### src/rtl/action_mode_arbiter.sv
// rtl/action_mode_arbiter.sv - mode-selected motor action mux with STOP dwell on mode change and stale-source watchdog
module action_mode_arbiter #(
  parameter int              N_CH        = 3,
  parameter int              AW          = 4,
  parameter int              MODE_W      = 2,
  parameter logic [AW-1:0]   STOP_CODE   = 4'b1111,
  parameter int              DWELL_CYC   = 1000,
  parameter int              TIMEOUT_CYC = 50000
) (
  input  logic                 clk_in,
  input  logic                 rst_n,
  input  logic [MODE_W-1:0]    mode_in,
  input  logic [N_CH*AW-1:0]   act_bus,
  input  logic [N_CH-1:0]      act_vld,
  output logic [AW-1:0]        action,
  output logic [MODE_W-1:0]    cur_mode,
  output logic                 switching,
  output logic                 timeout_flag
);

  localparam int DW = $clog2(DWELL_CYC + 1);
  localparam int TW = $clog2(TIMEOUT_CYC + 1);
  localparam logic [DW-1:0] DWELL_RELOAD = DW'(DWELL_CYC - 1);
  localparam logic [TW-1:0] WD_LAST      = TW'(TIMEOUT_CYC - 1);

  typedef enum logic {ST_DWELL, ST_RUN} state_t;

  state_t              state;
  logic [MODE_W-1:0]   mode_s1;
  logic [MODE_W-1:0]   mode_s;
  logic [DW-1:0]       dwell_cnt;
  logic [TW-1:0]       wd_cnt;

  logic                change;
  logic                sel_ok;
  logic                sel_vld;
  logic [AW-1:0]       sel_act;

  assign change = (mode_s != cur_mode);

  // Modes with no matching channel leave sel_ok low and select STOP.
  always_comb begin
    sel_ok  = 1'b0;
    sel_vld = 1'b0;
    sel_act = STOP_CODE;
    for (int k = 0; k < N_CH; k++) begin
      if (cur_mode == MODE_W'(k)) begin
        sel_ok  = 1'b1;
        sel_vld = act_vld[k];
        sel_act = act_bus[k*AW +: AW];
      end
    end
  end

  always_ff @(posedge clk_in or negedge rst_n) begin
    if (!rst_n) begin
      mode_s1      <= '0;
      mode_s       <= '0;
      state        <= ST_DWELL;
      cur_mode     <= '0;
      action       <= STOP_CODE;
      switching    <= 1'b1;
      timeout_flag <= 1'b0;
      dwell_cnt    <= DWELL_RELOAD;
      wd_cnt       <= '0;
    end else begin
      mode_s1 <= mode_in;
      mode_s  <= mode_s1;
      case (state)
        ST_DWELL: begin
          action    <= STOP_CODE;
          switching <= 1'b1;
          if (change) begin
            cur_mode  <= mode_s;
            dwell_cnt <= DWELL_RELOAD;
          end else if (dwell_cnt == '0) begin
            state        <= ST_RUN;
            switching    <= 1'b0;
            wd_cnt       <= '0;
            timeout_flag <= 1'b0;
          end else begin
            dwell_cnt <= dwell_cnt - DW'(1);
          end
        end
        ST_RUN: begin
          if (change) begin
            cur_mode  <= mode_s;
            action    <= STOP_CODE;
            dwell_cnt <= DWELL_RELOAD;
            switching <= 1'b1;
            state     <= ST_DWELL;
          end else if (!sel_ok) begin
            action       <= STOP_CODE;
            timeout_flag <= 1'b0;
          end else if (sel_vld) begin
            action       <= sel_act;
            wd_cnt       <= '0;
            timeout_flag <= 1'b0;
          end else if (wd_cnt == WD_LAST) begin
            // Watchdog saturates here; only a fresh act_vld pulse clears it.
            action       <= STOP_CODE;
            timeout_flag <= 1'b1;
          end else begin
            wd_cnt <= wd_cnt + TW'(1);
            action <= timeout_flag ? STOP_CODE : sel_act;
          end
        end
        default: state <= ST_DWELL;
      endcase
    end
  end

endmodule

### config.mk
export PLATFORM = sky130hd
export DESIGN_NAME = action_mode_arbiter
export DESIGN_NICKNAME = d
export VERILOG_FILES = /design/src/rtl/action_mode_arbiter.sv
export SDC_FILE = /design/constraint.sdc
export NUM_CORES = 1
export LEC_CHECK = 0
export ABC_AREA = 1
export CORE_MARGIN = 8
export CORE_UTILIZATION = 45
export CTS_CLUSTER_SIZE = 10
export DETAILED_ROUTE_END_ITERATION = 10
export GPL_TIMING_DRIVEN = 0
export PLACE_DENSITY = 0.66
export SLEW_MARGIN = 0
export SYNTH_ARGS = -nofsm -noshare
export SYNTH_HDL_FRONTEND = slang
export SYNTH_SLANG_ARGS = --single-unit
### constraint.sdc
create_clock -name clk_in -period 1.8 [get_ports clk_in]
set_input_delay 0.36 -clock clk_in [delete_from_list [all_inputs] [get_ports clk_in]]
set_output_delay 0.36 -clock clk_in [all_outputs]
set_load 0.005 [all_outputs]
Word level (Yosys, flattened, before mapping)
Cells that the tools add are included.
- flip-flop bits (word level): 39
- RAM bits: 0
- logic and storage cells: 71
- output and inout bits: 8
- latch bits: 0
- memories: 0
- memory bits (read-only): 0
- multiplexer cells: 42
- reduce and logical (&&, ||, !) cells: 5
- add/sub/neg operators: 2
- multipliers: 0
- divide/modulo/power cells: 0
- shifts and indexed selects: 0
- eq/ne operators: 12
- bitwise logic cells: 1
- magnitude comparators: 0
- operators with widths (kind ; count):
    $mux W16 ; 6
    $mux W4 ; 8
    $pmux W16 S2 ; 1
    $mux W10 ; 3
    $pmux W10 S2 ; 1
    $mux W1 ; 18
    $add A16 B1 Y16 const B ; 1
    $eq A16 B16 Y1 const B ; 1
    $logic_not A10 Y1 ; 1
    $sub A10 B1 Y10 const B ; 1
    $pmux W4 S2 ; 1
    $ne A2 B2 Y1 const B ; 3
    $ne A3 B3 Y1 const B ; 2
    $pmux W1 S2 ; 3
    $reduce_and A5 Y1 ; 1
    $ne A2 B1 Y1 const B ; 2
    $ne A4 B2 Y1 const B ; 1
    $reduce_and A4 Y1 ; 1
    $eq A2 B1 Y1 const B ; 1
    $eq A2 B2 Y1 const B ; 1
    $logic_not A2 Y1 ; 1
    $mux W2 ; 1
    $ne A2 B2 Y1 ; 1
    $reduce_and A2 Y1 ; 1
    $not A1 Y1 ; 1

Logic depth before layout (Yosys ltp)
- depth in word-level cells: 10
- gate-level depth with buffers: 11
- gate-level depth less buffers: 10

Worst setup path after synthesis
OpenSTA, ideal clock, no wires.
- path kind: register to register
- from: reg dwell_cnt[0]
- to: reg wd_cnt[5]
- cell stages (with the launch flop): 12
- setup slack: 0.169 ns
- arrival: 1.514 ns
- required time: 1.683 ns
- library setup time: 0.117 ns
- cell sequence: dfstp_2 > inv_1 > ha_1 > nand2_2 > nor2_4 > nand3_1 > nor2_1 > nor2_2 > nor2_4 > buf_6 > nand2_1 > nand2_1
- word-level cells in the longest chain between the ends: 3
- RTL lines (item ; RTL line ; source):
    from (decl) ; 31 ; logic [DW-1:0] dwell_cnt;
    from (signal assigned) ; 82 ; dwell_cnt <= dwell_cnt - DW'(1);
    $logic_not A10 Y1 ; 76 ; end else if (dwell_cnt == '0) begin
    $ne A2 B2 Y1 (no source line) ; - ;
    $reduce_and A5 Y1 (no source line) ; - ;
    to (signal assigned) ; 104 ; wd_cnt <= wd_cnt + TW'(1);
    to (decl) ; 32 ; logic [TW-1:0] wd_cnt;
Every way passes these cells.
A chain may end at the register's enable or synchronous reset.

Worst setup path in the final report
- from: reg switching
- to: out switching
- RTL lines (item ; RTL line ; source):
    from (decl) ; 17 ; output logic switching,
    from (signal assigned) ; 62 ; switching <= 1'b1;
    from (signal assigned) ; 72 ; switching <= 1'b1;
    from (signal assigned) ; 78 ; switching <= 1'b0;
No word-level cell between the ends.

==> results list <==
- Number of antenna violations at the first check in global routing: 0
- Cells with a size suffix above 1 make up 16.6% of the layout.
* Internal reg-to-reg setup slack: 120 ps
* Floorplan die area: 7650 µm²
- Per report_power, the clock group accounts for 35.0% of the total.
- Number of DRC markers after the initial detailed-route iteration: 73
- Effective utilization at floorplan: 45.9%
* Top cell types by occurrence after synthesis: 122 x sky130_fd_sc_hd__nand2_1, 50 x sky130_fd_sc_hd__nor2_1, 26 x sky130_fd_sc_hd__dfrtp_1
* Cell row count: 26
* Worst rel slew slack: 44.3%
- The number of different library cells used by synthesis comes to 26.
* CP Data Required Time: 1440 ps
* Total wirelength of the detailed-routed design: 5.24 mm
- Synthesized netlist net count: 345
* Design internal power: 1250 µW
* Share of power burned in combinational logic: 9.1%
- The congestion estimate from routability-driven global placement came to 0.847.
* Final hold violation count: 0
- During synthesis, Yosys emitted a total of 0 warnings.
- Post-route antenna net violation count: 0
* Final-stage net count: 388
- Num Clock Sinks: 39
- Across the run, the number of max-cap violations was 0.
* Clock latency reported for the late side of the worst-skew pair: 290 ps
* Area leader, netlist: sky130_fd_sc_hd__dfrtp_1
- Cell breakdown of the critical path: clkdlybuf4s50_1
- For this run, asynchronously set or reset flops after synthesis account for 100%.
- The number of global-route vias before repair came to 1,986.
- Cell with the largest stage delay on the worst path: sky130_fd_sc_hd__dfstp_2
- Type of the setup path with the least slack: flip-flop to primary output
* Maximum buffer depth of the clock tree: 2
* Critical path peak fanout: 2
- At the pin with the least slew margin, the transition time is 836 ps.
- Global routing consumed, over all layers together, 14.7% of the routing resources.
* Post-placement setup slack: -227 ps
- Via-per-instance ratio: 4.81
- Die X-Extent: 87.5 µm
* # setup viols final: 0
* Critical Path End Type: primary output
- Worst setup skew after layout: 5.76 ps
- The number of buffers and inverters on the critical path is 1.
- Before antenna repair, the detailed router went through 5 iterations.
- The smallest clock period supported by the final layout is computed as 1690 ps.
- For this design, the CTS-stage hold fixing added 0 buffers.
- Each instance of the synthesized netlist takes up on average 7.10 µm².
- Cell type group with the largest total delay on the critical path: flip-flops
* Clock Root Buffer: sky130_fd_sc_hd__clkbuf_8
- 0 antenna diodes ended up in the layout.
- VDD sags by at most 0.000407 V.
* Switching fraction of total power: 24.5%
* Area of the core region: 5010 µm²
- Input and output buffers added on the ports amount to 26.
- Power per cell area: 579 nW/µm²
- DRC violation count after routing: 0
* Most repeated cell in the gate-level netlist after synthesis: sky130_fd_sc_hd__nand2_1
- Net switching power: 406 µW
- Run status: finished clean
- Total number of vias: 2,107
- Number of enable flip-flop cells after synthesis: 0
* Post-route clock period utilization: 93.8%
* Sequential fraction of the synthesis area: 43.1%
* Peak Freq: 592 MHz
- The count of final max-slew check failures came to 0.
- Estimated wirelength of the detail-placed design: 3.73 mm
- Startpoint Class: flip-flop
- Of the post-synthesis cell area, the dominant cell type holds 28.3%.
- For this design the static power due to leakage is 0.00127 µW.
- Power share of the sequential group: 56.0%
* Area growth from synthesis to final layout: 24.3%
* Clock tree from TritonCTS: built
* Largest net degree at the start of global routing: 40
- Die boundary height: 87.5 µm
- Critical Path AT: 1330 ps
- Clk slew on worst S/H paths: 80 ps
- Post-synthesis sequential element count: 39
- Remaining global-route overflow: 0
- The min-delay analysis places its worst path in the category input pin to asynchronous set/reset pin.
- Fin worst setup slack: 112 ps
* Leading post-synthesis cells by cell area: sky130_fd_sc_hd__dfrtp_1 28%, sky130_fd_sc_hd__nand2_1 20%, sky130_fd_sc_hd__dfstp_2 15%, sky130_fd_sc_hd__nor2_1 8.2%, sky130_fd_sc_hd__o21ai_0 4.1%
- Most used flip-flop cell after synthesis: sky130_fd_sc_hd__dfrtp_1
- The mapped netlist covers 2300 µm².
- H-tree levels: 2
* Final core occ: 57.1%
- IO Count: 27
- For this run, the slowest stage of the critical path takes 540 ps.
- Number of buffers created by CTS: 5
* Number of cells produced by synthesis: 324
- Per-cell routed wire length: 12.0 µm
- The first global-routing pass estimated 8.92 mm of wire.
[path summary, 6_finish.rpt]
path,end,cells after the start,from
setup / recovery,switching,1,switching$_DFFE_PN1P_
hold / removal,wd_cnt[15]$_DFFE_PN0P_,1,rst_n
setup reg to reg,wd_cnt[8]$_DFFE_PN0P_,11,dwell_cnt[0]$_DFFE_PN1P_
hold reg to reg,mode_s[1]$_DFF_PN0_,0,mode_s1[1]$_DFF_PN0_
max in group asynchronous,cur_mode[1]$_DFFE_PN0N_,1,rst_n
min in group clk_in,mode_s[1]$_DFF_PN0_,0,mode_s1[1]$_DFF_PN0_
[logic make-up (layout without fill, tap and decap cells)]
group / Yosys count / after routing / synth area share (%)
flops: 39 / 39 / 43.1
xor+xnor: 7 / 7 / 2.67
fa+ha+maj: 2 / 2 / 1.09
buf+inv: 36 / 80 / 7.24
compound gates: 33 / 33 / 7.94
simple gates: 207 / 207 / 37.9
[sequential cells by signal, indices dropped and copies added (netlist names), 2 cells and up]
name,cells
wd_cnt,16
dwell_cnt,10
action,4
cur_mode,2
mode_s1,2
mode_s,2
[cells in the final DEF, fill, tap and decap left out, drive strengths merged]
master         Yosys  layout
nand2            124     124
dfrtp             26      26
ha                 2       2
nor2              58      58
nand4              3       3
clkinvlp           0       1
o21bai             2       2
clkdlybuf4s50      0      25
dfstp             13      13
o22ai              1       1
buf                4      15
a21oi              8       8
nor3b              2       2
clkinv             1       2
xor2               7       7
o21ai             22      22
inv               28      28
nand3             19      19
nand3b             1       1
clkbuf             3       9
[metrics by stage]
stage | cells | setup TNS [ps] | total power, µW | cell area, µm² | hold WS [ps]
3_5_place_dp | 420 | -2310 | 1090 | 2640 | 344
5_1_grt | 438 | -33.8 | 1750 | 2860 | 238
3_3_place_gp | 420 | -22110 | 1080 | 2650 | 333
4_1_cts | 432 | 0 | 1680 | 2780 | 195
2_1_floorplan | 324 | 0 | 1010 | 2300 | 64.4
6_report | 438 | 0 | 1660 | 2860 | 164
[power groups by stage]
stage	sequential (µW)	clock, µW	combinational (µW)
after global placement	939	0	142
after CTS	923	603	150
after floorplan	937	0	70.1
final	927	580	150
after detailed placement	941	0	146
after global routing	930	644	175
[metal layers]
layer / global-route usage (%) / wire [µm] / vias to the layer above / share of wire, %
met5: 0 / 0 / - / 0
met4: 4.06 / 61 / 0 / 1.2
met3: 3.96 / 146 / 7 / 2.8
met2: 26.6 / 2770 / 25 / 53
met1: 16.4 / 2260 / 980 / 43
li1: - / - / 1095 / -
[timing repair]
action | 4_1_cts | 5_1_grt
setup endpoints to repair | 13 | 26
resized for setup | 1 | 15
pin swaps | 3 | 7
hold endpoints to repair | 0 | 0
buffers inserted | 4 | 5
gates cloned | 0 | 1
[cell type report]
type	count	area [µm²]
Buffer	7	53.8
Clock inverter	2	12.5
Sequential cell	39	993
Multi-Input combinational cell	249	1180
Inverter	29	114
Timing Repair Buffer	36	347
Tap cell	70	87.6
Fill cell	501	2150
Clock buffer	6	72.6
Power figures use the tool's default switching activity.
